## src/rtl/matraptor_merge_drain.sv

```systemverilog
// matraptor_merge_drain: k-way merge of NQ column-sorted queues into one summed, duplicate-free row
// Ports: i_clk/i_rst_n (sync active-low), i_start + i_q_active begin a row, i_q_* queue heads with
// o_q_ready one-hot pop, o_out_* registered ready/valid output row, o_busy, o_row_done pulse.
// Optional macro MATRAPTOR_MERGE_SAT_EN: signed-saturating accumulation (default wraps).
module matraptor_merge_drain #(
    parameter int DATA_W = 32,
    parameter int IDX_W  = 16,
    parameter int NQ     = 8
) (
    input  logic                 i_clk,
    input  logic                 i_rst_n,
    input  logic                 i_start,
    input  logic [NQ-1:0]        i_q_active,
    input  logic [NQ-1:0]        i_q_valid,
    output logic [NQ-1:0]        o_q_ready,
    input  logic [NQ*DATA_W-1:0] i_q_val,
    input  logic [NQ*IDX_W-1:0]  i_q_col,
    input  logic [NQ-1:0]        i_q_last,
    output logic                 o_out_valid,
    input  logic                 i_out_ready,
    output logic [DATA_W-1:0]    o_out_val,
    output logic [IDX_W-1:0]     o_out_col,
    output logic                 o_out_last,
    output logic                 o_busy,
    output logic                 o_row_done
);
    localparam int SEL_W = $clog2(NQ);
    typedef enum logic [1:0] {IDLE, MERGE, FLUSH, WAIT_OUT} state_t;
    state_t            r_state, w_state_nxt;
    logic [NQ-1:0]     r_pending, w_pending_nxt;
    logic              r_acc_v;
    logic [IDX_W-1:0]  r_acc_col;
    logic [DATA_W-1:0] r_acc_val;
    logic              r_out_valid, r_out_last, r_row_done;
    logic [DATA_W-1:0] r_out_val;
    logic [IDX_W-1:0]  r_out_col;
    logic              w_found, w_all_valid, w_slot_free, w_need_slot, w_pop, w_out_load, w_hs, w_start_ok;
    logic [SEL_W-1:0]  w_sel;
    logic [IDX_W-1:0]  w_sel_col;
    logic [DATA_W-1:0] w_sel_val, w_sum;
    // Minimum column among pending heads; strict compare keeps the lowest index on ties.
    always_comb begin
        w_found   = 1'b0;
        w_sel     = '0;
        w_sel_col = '0;
        for (int i = 0; i < NQ; i++) begin
            if (r_pending[i] && (!w_found || i_q_col[i*IDX_W +: IDX_W] < w_sel_col)) begin
                w_found   = 1'b1;
                w_sel     = SEL_W'(i);
                w_sel_col = i_q_col[i*IDX_W +: IDX_W];
            end
        end
    end
    assign w_sel_val   = i_q_val[w_sel*DATA_W +: DATA_W];
    // Any pending head missing could hide a smaller column, so popping waits for all of them.
    assign w_all_valid = &(i_q_valid | ~r_pending);
    assign w_slot_free = !r_out_valid || i_out_ready;
    assign w_need_slot = r_acc_v && (r_acc_col != w_sel_col);
    assign w_pop       = (r_state == MERGE) && w_found && w_all_valid && (!w_need_slot || w_slot_free);
    assign w_out_load  = (w_pop && w_need_slot) || (r_state == FLUSH && w_slot_free);
    assign w_hs        = r_out_valid && i_out_ready;
    // A start coinciding with row_done is dropped; the sender re-pulses.
    assign w_start_ok  = (r_state == IDLE) && i_start && !r_row_done;
    assign o_q_ready   = w_pop ? ({{(NQ-1){1'b0}}, 1'b1} << w_sel) : '0;
`ifdef MATRAPTOR_MERGE_SAT_EN
    logic [DATA_W:0] w_wide;
    assign w_wide = {r_acc_val[DATA_W-1], r_acc_val} + {w_sel_val[DATA_W-1], w_sel_val};
    assign w_sum  = (w_wide[DATA_W] == w_wide[DATA_W-1]) ? w_wide[DATA_W-1:0] :
                    w_wide[DATA_W] ? {1'b1, {(DATA_W-1){1'b0}}} : {1'b0, {(DATA_W-1){1'b1}}};
`else
    assign w_sum = r_acc_val + w_sel_val;
`endif
    always_comb begin
        w_state_nxt   = r_state;
        w_pending_nxt = r_pending;
        if (w_pop && i_q_last[w_sel])
            w_pending_nxt[w_sel] = 1'b0;
        case (r_state)
            IDLE:     if (w_start_ok && i_q_active != '0) begin
                          w_state_nxt   = MERGE;
                          w_pending_nxt = i_q_active;
                      end
            MERGE:    w_state_nxt = (w_pending_nxt == '0) ? FLUSH : MERGE;
            FLUSH:    w_state_nxt = w_slot_free ? WAIT_OUT : FLUSH;
            WAIT_OUT: w_state_nxt = w_hs ? IDLE : WAIT_OUT;
            default:  w_state_nxt = IDLE;
        endcase
    end
    always_ff @(posedge i_clk) begin
        if (!i_rst_n)
            r_state <= IDLE;
        else
            r_state <= w_state_nxt;
    end
    always_ff @(posedge i_clk) begin
        if (!i_rst_n) begin
            r_pending   <= '0;
            r_acc_v     <= 1'b0;
            r_acc_col   <= '0;
            r_acc_val   <= '0;
            r_out_valid <= 1'b0;
            r_out_val   <= '0;
            r_out_col   <= '0;
            r_out_last  <= 1'b0;
            r_row_done  <= 1'b0;
        end else begin
            r_pending  <= w_pending_nxt;
            r_row_done <= (w_start_ok && i_q_active == '0) || (r_state == WAIT_OUT && w_hs);
            if (w_pop) begin
                r_acc_v   <= 1'b1;
                r_acc_col <= w_sel_col;
                r_acc_val <= (r_acc_v && !w_need_slot) ? w_sum : w_sel_val;
            end else if (r_state == FLUSH && w_slot_free) begin
                r_acc_v <= 1'b0;
            end
            if (w_out_load) begin
                r_out_valid <= 1'b1;
                r_out_val   <= r_acc_val;
                r_out_col   <= r_acc_col;
                r_out_last  <= (r_state == FLUSH);
            end else if (w_hs) begin
                r_out_valid <= 1'b0;
            end
        end
    end
    assign o_out_valid = r_out_valid;
    assign o_out_val   = r_out_val;
    assign o_out_col   = r_out_col;
    assign o_out_last  = r_out_last;
    assign o_busy      = (r_state != IDLE);
    assign o_row_done  = r_row_done;
endmodule

```

## config.mk

```make
export PLATFORM = sky130hd
export DESIGN_NAME = matraptor_merge_drain
export DESIGN_NICKNAME = d
export VERILOG_FILES = /design/src/rtl/matraptor_merge_drain.sv
export SDC_FILE = /design/constraint.sdc
export NUM_CORES = 1
export LEC_CHECK = 0
export CELL_PAD_IN_SITES_DETAIL_PLACEMENT = 1
export CELL_PAD_IN_SITES_GLOBAL_PLACEMENT = 1
export CORE_ASPECT_RATIO = 0.5
export CORE_MARGIN = 5
export CORE_UTILIZATION = 29
export CTS_CLUSTER_SIZE = 30
export DETAILED_ROUTE_END_ITERATION = 12
export PLACE_DENSITY = 0.91
export REMOVE_ABC_BUFFERS = 1
export SLEW_MARGIN = 20
export SYNTH_ARGS = -nofsm -noshare
export SYNTH_HDL_FRONTEND = slang
export SYNTH_SLANG_ARGS = --single-unit
```

## constraint.sdc

```tcl
create_clock -name i_clk -period 27 [get_ports i_clk]
set_input_delay 5.4 -clock i_clk [delete_from_list [all_inputs] [get_ports i_clk]]
set_output_delay 5.4 -clock i_clk [all_outputs]
set_load 0.02 [all_outputs]
```

# Word level (Yosys, flattened, before mapping)
# Cells that the tools add are included.
[classes] add_sub_neg=1 magnitude_cmp=9 n_eq_ne=5 shift=2 mux=41 bitwise_logic=4 n_reduce_logical=51
[op_table] op="$shiftx A256 B9 Y32" n=1
[op_table] op="$mux W16" n=8
[op_table] op="$lt A16 B16 Y1" n=7
[op_table] op="$add A32 B32 Y32" n=1
[op_table] op="$mux W32" n=1
[op_table] op="$mux W8" n=4
[op_table] op="$logic_and A1 B1 Y1" n=22
[op_table] op="$mux W3" n=6
[op_table] op="$logic_not A8 Y1" n=2
[op_table] op="$mux W1" n=16
[op_table] op="$ne A16 B16 Y1" n=1
[op_table] op="$not A8 Y8" n=2
[op_table] op="$logic_or A1 B1 Y1" n=11
[op_table] op="$logic_not A1 Y1" n=10
[op_table] op="$and A8 B8 Y8" n=1
[op_table] op="$or A8 B8 Y8" n=1
[op_table] op="$pmux W2 S4" n=1
[op_table] op="$reduce_and A8 Y1" n=1
[op_table] op="$reduce_bool A8 Y1" n=1
[op_table] op="$shl A1 B3 Y8 const A" n=1
[op_table] op="$mux W2" n=3
[op_table] op="$reduce_bool A2 Y1" n=3
[op_table] op="$eq A2 B2 Y1 const B" n=2
[op_table] op="$lt A3 B4 Y1 const B" n=1
[op_table] op="6 further kinds" n=6
[totals] ff_bits=110 input_bits=412

# Depth between registers and ports, before layout
# Gate-level depths: netlist of run 1.
[logic_depth] depth_word=39 mapped_depth=109 mapped_depth_nobuf=96

# Worst setup path before layout of run 1
# No wires, ideal clock.
[synth_timing] kind="in2out" startpoint="input i_q_col[14]" endpoint="output o_q_ready[1]" arrival_time_ns=21.053 required_ns=21.600 slack_ns=0.547 stages=82 path_cell_list="nand2_1 ha_1 a21oi_1 a21boi_1 or4_1 o22ai_1 clkbuf_1 buf_2 nand2_1 o21ai_0 inv_1 ha_1 a211o_1 o221a_1 o21ai_0 and3_1 a31o_1 buf_6 [46 not listed] buf_4 mux2i_1 ha_1 a21o_1 a21o_1 a21oi_1 nor2_1 a211oi_1 o21ai_0 or2_2 buf_1 nor2_2 nor2_1 a222oi_1 a311oi_2 nand2b_1 clkbuf_1 nor4_1"
[synth_between] elab_chain_cells=35 elab_cells_between_ends=58
[synth_rtl] element="from (decl)" line="17" source="input logic [NQ*IDX_W-1:0] i_q_col,"
[synth_rtl] element="$mux W16 (*)" line="47" source="if (r_pending[i] && (!w_found || i_q_col[i*IDX_W +: IDX_W] < w_sel_col)) begin"
[synth_rtl] element="$lt A16 B16 Y1" line="47"
[synth_rtl] element="$logic_or A1 B1 Y1" line="47"
[synth_rtl] element="$logic_and A1 B1 Y1" line="47"
[synth_rtl] element="$mux W16 / $mux W1 (equally long branches)" line="47"
[synth_rtl] element="$lt A16 B16 Y1 / $logic_not A1 Y1 (equally long branches)" line="47"
[synth_rtl] element="$logic_or A1 B1 Y1" line="47"
[synth_rtl] element="$logic_and A1 B1 Y1" line="47"
[synth_rtl] element="[19 not listed]"
[synth_rtl] element="$logic_and A1 B1 Y1" line="47"
[synth_rtl] element="$mux W16" line="47"
[synth_rtl] element="$ne A16 B16 Y1" line="58" source="assign w_need_slot = r_acc_v && (r_acc_col != w_sel_col);"
[synth_rtl] element="$logic_and A1 B1 Y1" line="58"
[synth_rtl] element="$logic_not A1 Y1" line="59" source="assign w_pop = (r_state == MERGE) && w_found && w_all_valid && (!w_need_slot || w_slot_free);"
[synth_rtl] element="$logic_or A1 B1 Y1" line="59"
[synth_rtl] element="$logic_and A1 B1 Y1" line="59"
[synth_rtl] element="$mux W8 (*)" line="64" source="assign o_q_ready = w_pop ? ({{(NQ-1){1'b0}}, 1'b1} << w_sel) : '0;"
[synth_rtl] element="to (decl)" line="15" source="output logic [NQ-1:0] o_q_ready,"
# Every way passes the cells marked *; elsewhere a longest branch is shown, timed or not.

# Worst setup path after layout of run 1
[layout_timing] startpoint="input i_q_col[15]" endpoint="output o_q_ready[0]"
# Same word-level chain as after synthesis.

==> results of run 1 <==
## state kept, by name, summed over array words and instances, names as in the netlist
signal	flops
o_out_val	32
r_acc_v	1
o_out_last	1
r_acc_val	32
o_row_done	1
r_acc_col	16
o_out_col	16
r_pending	8
o_out_valid	1
r_state	2
## through the flow
step                power [W]  setup TNS (ns)
floorplan            0.000867           -9.08
global placement      0.00118          -0.295
detailed placement    0.00122           -6.82
CTS                   0.00138               0
global route          0.00151           -2.76
finish                0.00140               0
## logic make-up (layout without fill, tap and decap cells)
logic type               count (synthesis)  in the layout  share of synthesized area
AO/OA/AOI/OAI                          449            449                      0.250
XOR/XNOR                                40             40                     0.0270
adder cells (fa/ha/maj)                135            135                      0.131
buffers and inverters                  205            642                     0.0638
flip-flops                             110            110                      0.170
multiplexers                           112            112                     0.0917
other                                    0             10                          0
AND/OR/NAND/NOR                        768            769                      0.267
## power by group
group | leakage (nW) | total (W) | switching [W] | internal, W
logic | 7.00 | 0.00104 | 0.000620 | 0.000420
registers | 0.892 | 0.000213 | 0.0000290 | 0.000184
clock network | 0.143 | 0.000146 | 0.0000718 | 0.0000738
## how the worst max path moves through the flow
stage / start / cells after the start / endpoint
4_1_cts: i_q_col[14] / 80 / o_q_ready[2]
6_report: i_q_col[15] / 80 / o_q_ready[0]
5_1_grt: i_q_col[15] / 82 / o_q_ready[2]
2_1_floorplan: i_q_col[14] / 72 / o_q_ready[2]
3_5_place_dp: i_q_col[14] / 81 / o_q_ready[1]
3_3_place_gp: i_q_col[14] / 81 / o_q_ready[1]
## per-layer routing
| metal | track usage | vias to the layer above | wire length, µm | share of wire |
|---|---|---|---|---|
| met5 | 0 | - | 0 | 0 |
| li1 | - | 7431 | - | - |
| met4 | 0.0888 | 0 | 2600 | 0.039 |
| met2 | 0.466 | 449 | 34200 | 0.52 |
| met1 | 0.300 | 7766 | 26800 | 0.40 |
| met3 | 0.0331 | 157 | 2690 | 0.040 |
## tightest hold or removal path, cell delays in order, from the launching register on
cell and delay [ns]:
dfxtp_1 0.33, nand2_1 0.06, a21oi_1 0.05
## what timing repair did
item                                    in CTS  in global routing
resized for setup                           19                 58
endpoints found under the setup margin       8                  9
setup buffers                                5                 10
pin swaps                                    4                 15
cloned                                       0                  2
## layout make-up
cell class / count / area [µm²]
Inverter: 103 / 390
Antenna cell: 10 / 25.0
Timing Repair Buffer: 523 / 5120
Multi-Input combinational cell: 1505 / 10200
Clock inverter: 6 / 76.3
Sequential cell: 110 / 2200
Tap cell: 588 / 736
Clock buffer: 10 / 229
Fill cell: 5381 / 24900
## cell usage in the layout, fill, tap and decap left out, drive strengths merged, types with 16 or more instances in the layout
cell type	count
mux2i	75
clkbuf	18
ha	134
o21ai	94
dfxtp	110
xnor2	26
a21oi	76
a31o	23
nand3	86
a311oi	26
nor3	27
nand2	360
o211ai	16
nor2	146
inv	105
a21o	31
clkdlybuf4s50	463
mux2	37
nand4	26
and3	29
a211oi	63
buf	51
and2	27
==> out/qor.yml, run 1 <==
finalNonFillerCells: 2855
drc: 0
worst_pin_slew_ns: 1.09
worstSetupStartpointType: "input port"
status: "completed"
die_h_um: 159
htreeDepth: 3
finClkSkew_ns: 0.0124
vias_per_cell: 5.54
r2r_start: "r_pending[0]$_SDFF_PN0_"
async_flop_share: 0
grt_pass1_wl_um: 98000
syn_to_final_growth_pct: 46.6
fin_util: 0.433
clk_latency_ns: 0.38
synth_top_area_share: 0.170
cpPeakStageDelay_ns: 0.60
p_leak_nw: 8.04
fmax_mhz: 37.6
cp_slowest_cell: "or4_1"
io_buffers: 471
ys_warn_count: 0
ys.flop_type: "dfxtp_1"
synth_seq_cells: 110
antenna_found_initial: 12
crit_buf_inv: 13
clkTransAtPathRegs_ns: 0.08
hold_viol_final: 0
reg2reg_to: "r_acc_val[30]$_SDFFE_PN0P_"
holdPathEnd: "r_acc_val[0]$_SDFFE_PN0P_"
cts_buffers: 9
synth_common_cells: "nand2_1 (358), nor2_1 (143), ha_1 (134), dfxtp_1 (110), inv_1 (100)"
yosysTopAreaCell: "dfxtp_1"
synth_enable_flop_cells: 0
clock_sinks: 110
syn_area_mm2: 0.0130
crit_fanout: 13
die_w_um: 309
ff2ff_path_depth: 96
gr-total-overflow: 0
grt_usage: 0.252
setup.worst_path.class: "in2out"
slew_headroom: 0.274
peakVddDrop_v: 0.0000325
fin_crit_sh: 0.986
post_drt_wl_per_cell_um: 23.2
required_ns: 21.60
syn_area_per_cell_um2: 7.12
place_inst: 2812
path_delay_family: "compound AO/OA/AOI/OAI gates"
num_rows: 54
finalSetupViolCount: 0
nets: 2799
hpwl_um: 52900
placed_area_mm2: 0.0183
place_congestion: 0.963
core_mm2: 0.0438
slew_viol_final: 0
drt-total-wl_um: 66300
worstHoldStart: "r_acc_val[0]$_SDFFE_PN0P_"
seq_area_frac_synth: 0.170
arrival_ns: 21.23
cts_tree: "done"
whs_ns: 0.488
synth_cells: 1819
vias: 15800
num_io_pins: 472
die_area_mm2: 0.0492
cts_root_buf: "clkbuf_16"
endpoint_kind: "output pin"
synth.most_common_cell: "nand2_1"
dp_slack_ns: -0.976
grt_max_degree: 80
hp-class: "reg2reg"
clockBufferDepth: 2
min_path_cells: 2
drv_cap: 0
grt_pass1_vias: 16500
final_area_mm2: 0.0190
synthDistinctLibCells: 97
first_pass_iters: 7
hold_buffers: 0
drtIter0Drc: 1117
cpMostUsedCell: "a21o_1"
drtAntennaViolNets: 0
start_util: 0.295
final.setup.worst_slack_ns: 0.371
drive_above_1_share: 0.0877
synth_area_leaders: "dfxtp_1 (17%), ha_1 (13%), nand2_1 (10%)"
power.density_mw_per_mm2: 73.6
fin_crit_ns: 26.63
r2r_slack_ns: 5.60
(Power assumes the default switching activity.)
==> run 2, diff against run 1 <==
--- a/config.mk
+++ b/config.mk
@@ -14,6 +14,7 @@
 export DETAILED_ROUTE_END_ITERATION = 12
 export PLACE_DENSITY = 0.91
 export REMOVE_ABC_BUFFERS = 1
+export SKIP_LAST_GASP = 1
 export SLEW_MARGIN = 20
 export SYNTH_ARGS = -nofsm -noshare
 export SYNTH_HDL_FRONTEND = slang
==> out/qor.yml, run 2 (synthesis gave the netlist of run 1 again) <==
syn_to_final_growth_pct: 46.7  # was 46.6%
gr-total-overflow: 0  # unchanged
cp_slowest_cell: "or4_1"  # unchanged
tns_ns: 0  # unchanged
cpMostUsedCell: "a21o_1"  # unchanged
fin_util: 0.433  # about the same
power.density_mw_per_mm2: 73.6  # about the same
core_mm2: 0.0438  # unchanged
grt_pass1_vias: 16500  # unchanged
cts_buffers: 9  # unchanged
vias_per_cell: 5.55  # was 5.54
nets: 2799  # unchanged
vias: 15900  # was 15800
whs_ns: 0.489  # was 0.488 ns
clk_latency_ns: 0.38  # about the same
die_area_mm2: 0.0492  # unchanged
cpPeakStageDelay_ns: 0.60  # about the same
post_drt_wl_per_cell_um: 23.2  # about the same
fin_crit_ns: 26.64  # was 26.63 ns
slew_headroom: 0.274  # about the same
final_cell_mix: "clkdlybuf4s50_1 (463), nand2_1 (356), nor2_1 (142)"  # unchanged
drive_above_1_share: 0.0873  # was 0.0877
clkTransAtPathRegs_ns: 0.08  # about the same
final_area_mm2: 0.0190  # about the same
worst_pin_slew_ns: 1.09  # about the same
power_frac_clock: 0.104  # about the same
finClkSkew_ns: 0.0121  # was 0.0124 ns
fin_crit_sh: 0.987  # was 0.986
worstSetupStartpointType: "input port"  # unchanged
r2r_slack_ns: 5.61  # was 5.60 ns
endpoint_kind: "output pin"  # unchanged
cts_root_buf: "clkbuf_16"  # unchanged
start_util: 0.295  # unchanged
p_sw_frac: 0.516  # about the same
peakVddDrop_v: 0.0000325  # about the same
hp-class: "reg2reg"  # unchanged
arrival_ns: 21.24  # was 21.23 ns
crit_buf_inv: 13  # unchanged
ff2ff_path_depth: 96  # unchanged
grt_pass1_wl_um: 98000  # unchanged
drv_cap: 0  # unchanged
switchingPower_w: 0.000722  # was 0.000721 W
status: "completed"  # unchanged
clockBufferDepth: 2  # unchanged
drtIter0Drc: 1079  # was 1117
htreeDepth: 3  # unchanged
drc: 0  # unchanged
final_common_cell: "clkdlybuf4s50_1"  # unchanged
die_h_um: 159  # unchanged
p_leak_nw: 8.06  # was 8.04 nW
finalNonFillerCells: 2855  # unchanged
pwr-share-seq: 0.152  # about the same
grt_usage: 0.252  # unchanged
io_buffers: 471  # unchanged
place_inst: 2812  # unchanged
clock_sinks: 110  # unchanged
first_pass_iters: 5  # was 7
cts_tree: "done"  # unchanged
hpwl_um: 52900  # unchanged
antenna_found_initial: 12  # unchanged
slew_viol_final: 0  # unchanged
num_rows: 54  # unchanged
die_w_um: 309  # unchanged
reg2reg_to: "r_acc_val[30]$_SDFFE_PN0P_"  # unchanged
min_path_cells: 2  # unchanged
place_congestion: 0.963  # unchanged
num_io_pins: 472  # unchanged
internal_power_w: 0.000678  # about the same
fmax_mhz: 37.5  # was 37.6 MHz
drt-total-wl_um: 66400  # was 66300 µm
crit_fanout: 13  # unchanged
finalSetupViolCount: 0  # unchanged
holdPathEnd: "r_acc_val[0]$_SDFFE_PN0P_"  # unchanged
grt_max_degree: 80  # unchanged
setup.worst_path.class: "in2out"  # unchanged
required_ns: 21.60  # about the same
r2r_start: "r_pending[0]$_SDFF_PN0_"  # unchanged
hold_viol_final: 0  # unchanged
drtAntennaViolNets: 0  # unchanged
worstHoldStart: "r_acc_val[0]$_SDFFE_PN0P_"  # unchanged
placed_area_mm2: 0.0183  # unchanged
comb_power_share: 0.744  # about the same
path_delay_family: "compound AO/OA/AOI/OAI gates"  # unchanged
[run 2: layout make-up]
cell class	instances	area [µm²]
Sequential cell	110	2200
Clock inverter	6	76.3
Multi-Input combinational cell	1505	10200
Tap cell	588	736
Clock buffer	10	229
Timing Repair Buffer	523	5120
Inverter	103	390
Antenna cell	10	25.0
Fill cell	5380	24800
[run 2: worst max-delay path by stage]
stage	cells after the start	slack [ns]	from	end
after floorplan	72	-1.59	i_q_col[14]	o_q_ready[2]
after global placement	81	-0.12	i_q_col[14]	o_q_ready[1]
after detailed placement	81	-0.98	i_q_col[14]	o_q_ready[1]
after CTS	78	-0.01	i_q_col[14]	o_q_ready[1]
after global routing	82	-0.38	i_q_col[15]	o_q_ready[2]
final	80	0.36	i_q_col[15]	o_q_ready[0]
[run 2: timing repair]
item,CTS,global route
setup buffers,5,10
endpoints found under the setup margin,8,9
gates cloned,0,2
hold buffers,0,0
resized for setup,18,56
pin swaps,4,15
[run 2: power groups by stage]
stage | combinational, W | clock (W) | sequential, W
4_1_cts | 0.00101 | 0.000151 | 0.000212
6_report | 0.00104 | 0.000146 | 0.000213
3_5_place_dp | 0.00100 | 0 | 0.000215
3_3_place_gp | 0.000963 | 0 | 0.000214
5_1_grt | 0.00114 | 0.000156 | 0.000216
2_1_floorplan | 0.000660 | 0 | 0.000207
[run 2: through the flow]
| stage | worst slack, ns | total power [W] |
|---|---|---|
| 4_1_cts | -0.0148 | 0.00138 |
| 3_3_place_gp | -0.124 | 0.00118 |
| 6_report | 0.356 | 0.00140 |
| 3_5_place_dp | -0.976 | 0.00122 |
| 5_1_grt | -0.385 | 0.00151 |
| 2_1_floorplan | -1.59 | 0.000867 |
[run 2: metal layers]
| metal | vias up | global-route usage | wire (µm) |
|---|---|---|---|
| li1 | 7430 | - | - |
| met1 | 7819 | 0.300 | 26900 |
| met2 | 445 | 0.466 | 34200 |
| met3 | 159 | 0.0331 | 2620 |
| met4 | 0 | 0.0888 | 2640 |
| met5 | - | 0 | 0 |
[run 2: worst reg2reg max path: cells and delay by family, from the launching register on]
family | cells | cell delay, ns
buffers and inverters | 11 | 1.90
muxes | 3 | 0.92
DFF | 1 | 1.04
AOI/OAI and AO/OA | 58 | 12.03
adders and majority gates | 9 | 2.54
and+or+nand+nor | 15 | 2.85
==> run 3, diff against run 2 <==
--- a/config.mk
+++ b/config.mk
@@ -19,3 +19,4 @@
 export SYNTH_ARGS = -nofsm -noshare
 export SYNTH_HDL_FRONTEND = slang
 export SYNTH_SLANG_ARGS = --single-unit
+export TNS_END_PERCENT = 20
==> out/qor.yml, run 3 (synthesis gave the netlist of run 1 again) <==
status: "completed"  # unchanged
cp_slowest_cell: "or4_1"  # unchanged
hold_viol_final: 0  # unchanged
fin_crit_ns: 26.62  # was 26.64 ns
p_sw_frac: 0.515  # was 0.516
required_ns: 21.60  # about the same
grt_pass1_wl_um: 97900  # was 98000 µm
worstSetupStartpointType: "input port"  # unchanged
vias_per_cell: 5.55  # about the same
drive_above_1_share: 0.0876  # was 0.0873
slew_viol_final: 0  # unchanged
dp_slack_ns: -0.976  # unchanged
drtIter0Drc: 1134  # was 1079
reg2reg_to: "r_acc_val[30]$_SDFFE_PN0P_"  # unchanged
cts_root_buf: "clkbuf_16"  # unchanged
cts_tree: "done"  # unchanged
finalNonFillerCells: 2857  # was 2855
setup.worst_path.class: "in2out"  # unchanged
final_common_cell: "clkdlybuf4s50_1"  # unchanged
arrival_ns: 21.22  # was 21.24 ns
vias: 15800  # was 15900
holdPathEnd: "r_acc_val[0]$_SDFFE_PN0P_"  # unchanged
comb_power_share: 0.744  # about the same
fillers: 5378  # was 5380
cpMostUsedCell: "a21o_1"  # unchanged
post_drt_wl_per_cell_um: 23.3  # was 23.2 µm
drtAntennaViolNets: 0  # unchanged
cts_buffers: 9  # unchanged
drc: 0  # unchanged
antenna_found_initial: 12  # unchanged
core_mm2: 0.0438  # unchanged
peakVddDrop_v: 0.0000327  # was 0.0000325 V
ff2ff_path_depth: 94  # was 96
fmax_mhz: 37.6  # was 37.5 MHz
drt-total-wl_um: 66400  # about the same
slew_headroom: 0.285  # was 0.274
io_buffers: 471  # unchanged
grt_max_degree: 80  # unchanged
critPathLaunch: "i_q_col[15]"  # unchanged
hpwl_um: 52900  # unchanged
clk_latency_ns: 0.38  # about the same
syn_to_final_growth_pct: 46.9  # was 46.7%
num_rows: 54  # unchanged
finClkSkew_ns: 0.0128  # was 0.0121 ns
worstHoldStart: "r_acc_val[0]$_SDFFE_PN0P_"  # unchanged
htreeDepth: 3  # unchanged
fin_crit_sh: 0.986  # was 0.987
worst_pin_slew_ns: 1.07  # was 1.09 ns
whs_ns: 0.491  # was 0.489 ns
r2r_start: "r_pending[0]$_SDFF_PN0_"  # unchanged
clock_sinks: 110  # unchanged
hp-class: "reg2reg"  # unchanged
die_h_um: 159  # unchanged
die_w_um: 309  # unchanged
final.setup.worst_slack_ns: 0.383  # was 0.356 ns
total_power_w: 0.00140  # about the same
fin_util: 0.434  # was 0.433
finalSetupViolCount: 0  # unchanged
place_inst: 2812  # unchanged
gr-total-overflow: 0  # unchanged
die_area_mm2: 0.0492  # unchanged
clkTransAtPathRegs_ns: 0.08  # about the same
grt_usage: 0.252  # about the same
internal_power_w: 0.000678  # about the same
min_path_cells: 2  # unchanged
grt_pass1_vias: 16500  # about the same
endpoint_kind: "output pin"  # unchanged
drv_cap: 0  # unchanged
p_leak_nw: 8.09  # was 8.06 nW
switchingPower_w: 0.000721  # was 0.000722 W
start_util: 0.295  # unchanged
power_frac_clock: 0.104  # about the same
hold_buffers: 0  # unchanged
r2r_slack_ns: 5.58  # was 5.61 ns
place_congestion: 0.963  # unchanged
crit_fanout: 13  # unchanged
final_cell_mix: "clkdlybuf4s50_1 (463), nand2_1 (356), nor2_1 (142)"  # unchanged
nets: 2801  # was 2799
cpPeakStageDelay_ns: 0.60  # about the same
pwr-share-seq: 0.152  # about the same
clockBufferDepth: 2  # unchanged
power.density_mw_per_mm2: 73.6  # about the same
num_io_pins: 472  # unchanged
first_pass_iters: 5  # unchanged
==> run 3: cell types whose count changed in the layout (fill, tap and decap cells not counted) <==
cell and change:
buf_4 +2, o21ai_0 -2, clkbuf_2 -1, clkinvlp_4 +1, dlymetal6s2s_1 +1, inv_4 -1, mux2i_1 +1, mux2i_2 -1
o21ai_1 +1, o21ai_2 +1
==> run 3: layout make-up <==
class / count / area [µm²] / area share
diodes: 10 / 25.0 / 0.00132
clock buffers: 10 / 229 / 0.0120
clock inverters: 6 / 76.3 / 0.00401
inverters: 103 / 392 / 0.0206
multi-input cells: 1505 / 10200 / 0.537
flip-flops and latches: 110 / 2200 / 0.116
well taps: 588 / 736 / 0.0387
repair buffers: 525 / 5150 / 0.271
==> run 3: how the worst max path moves through the flow <==
stage | end | slack (ns) | cells after the start
3_3_place_gp | o_q_ready[1] | -0.12 | 81
4_1_cts | o_q_ready[1] | -0.08 | 80
5_1_grt | o_q_ready[2] | -0.39 | 82
6_report | o_q_ready[0] | 0.38 | 78
2_1_floorplan | o_q_ready[2] | -1.59 | 72
3_5_place_dp | o_q_ready[1] | -0.98 | 81
==> run 3: worst max-delay path: cells and delay by family <==
| family | cells | cell delay (ns) |
|---|---|---|
| compound gates | 39 | 7.49 |
| simple gates | 17 | 3.29 |
| fa+ha+maj | 7 | 1.91 |
| buf+inv | 11 | 1.89 |
| mux | 4 | 1.20 |
==> run 3: timing repair <==
item                       CTS  global route
pin swaps                    4            15
setup buffers                5            12
gates resized for setup     15            57
setup endpoints to repair    8            10
gates cloned                 0             2
==> run 3: power groups by stage <==
stage / combinational (W) / clock (W) / sequential [W]
3_5_place_dp: 0.00100 / 0 / 0.000215
2_1_floorplan: 0.000660 / 0 / 0.000207
3_3_place_gp: 0.000963 / 0 / 0.000214
5_1_grt: 0.00114 / 0.000156 / 0.000216
4_1_cts: 0.00101 / 0.000151 / 0.000212
6_report: 0.00104 / 0.000146 / 0.000213
==> run 3: metrics by stage <==
step / setup TNS (ns) / area, µm²
after floorplan: -9.08 / 12500
after global placement: -0.295 / 18300
after global routing: -2.92 / 19000
after detailed placement: -6.82 / 18300
after CTS: -0.274 / 18700
final: 0 / 19000
==> run 3: routing by layer <==
metal / track usage / up-vias / wire length (µm)
li1: - / 7433 / -
met2: 0.466 / 475 / 34300
met3: 0.0330 / 151 / 2760
met5: 0 / - / 0
met4: 0.0878 / 0 / 2540
met1: 0.299 / 7785 / 26800
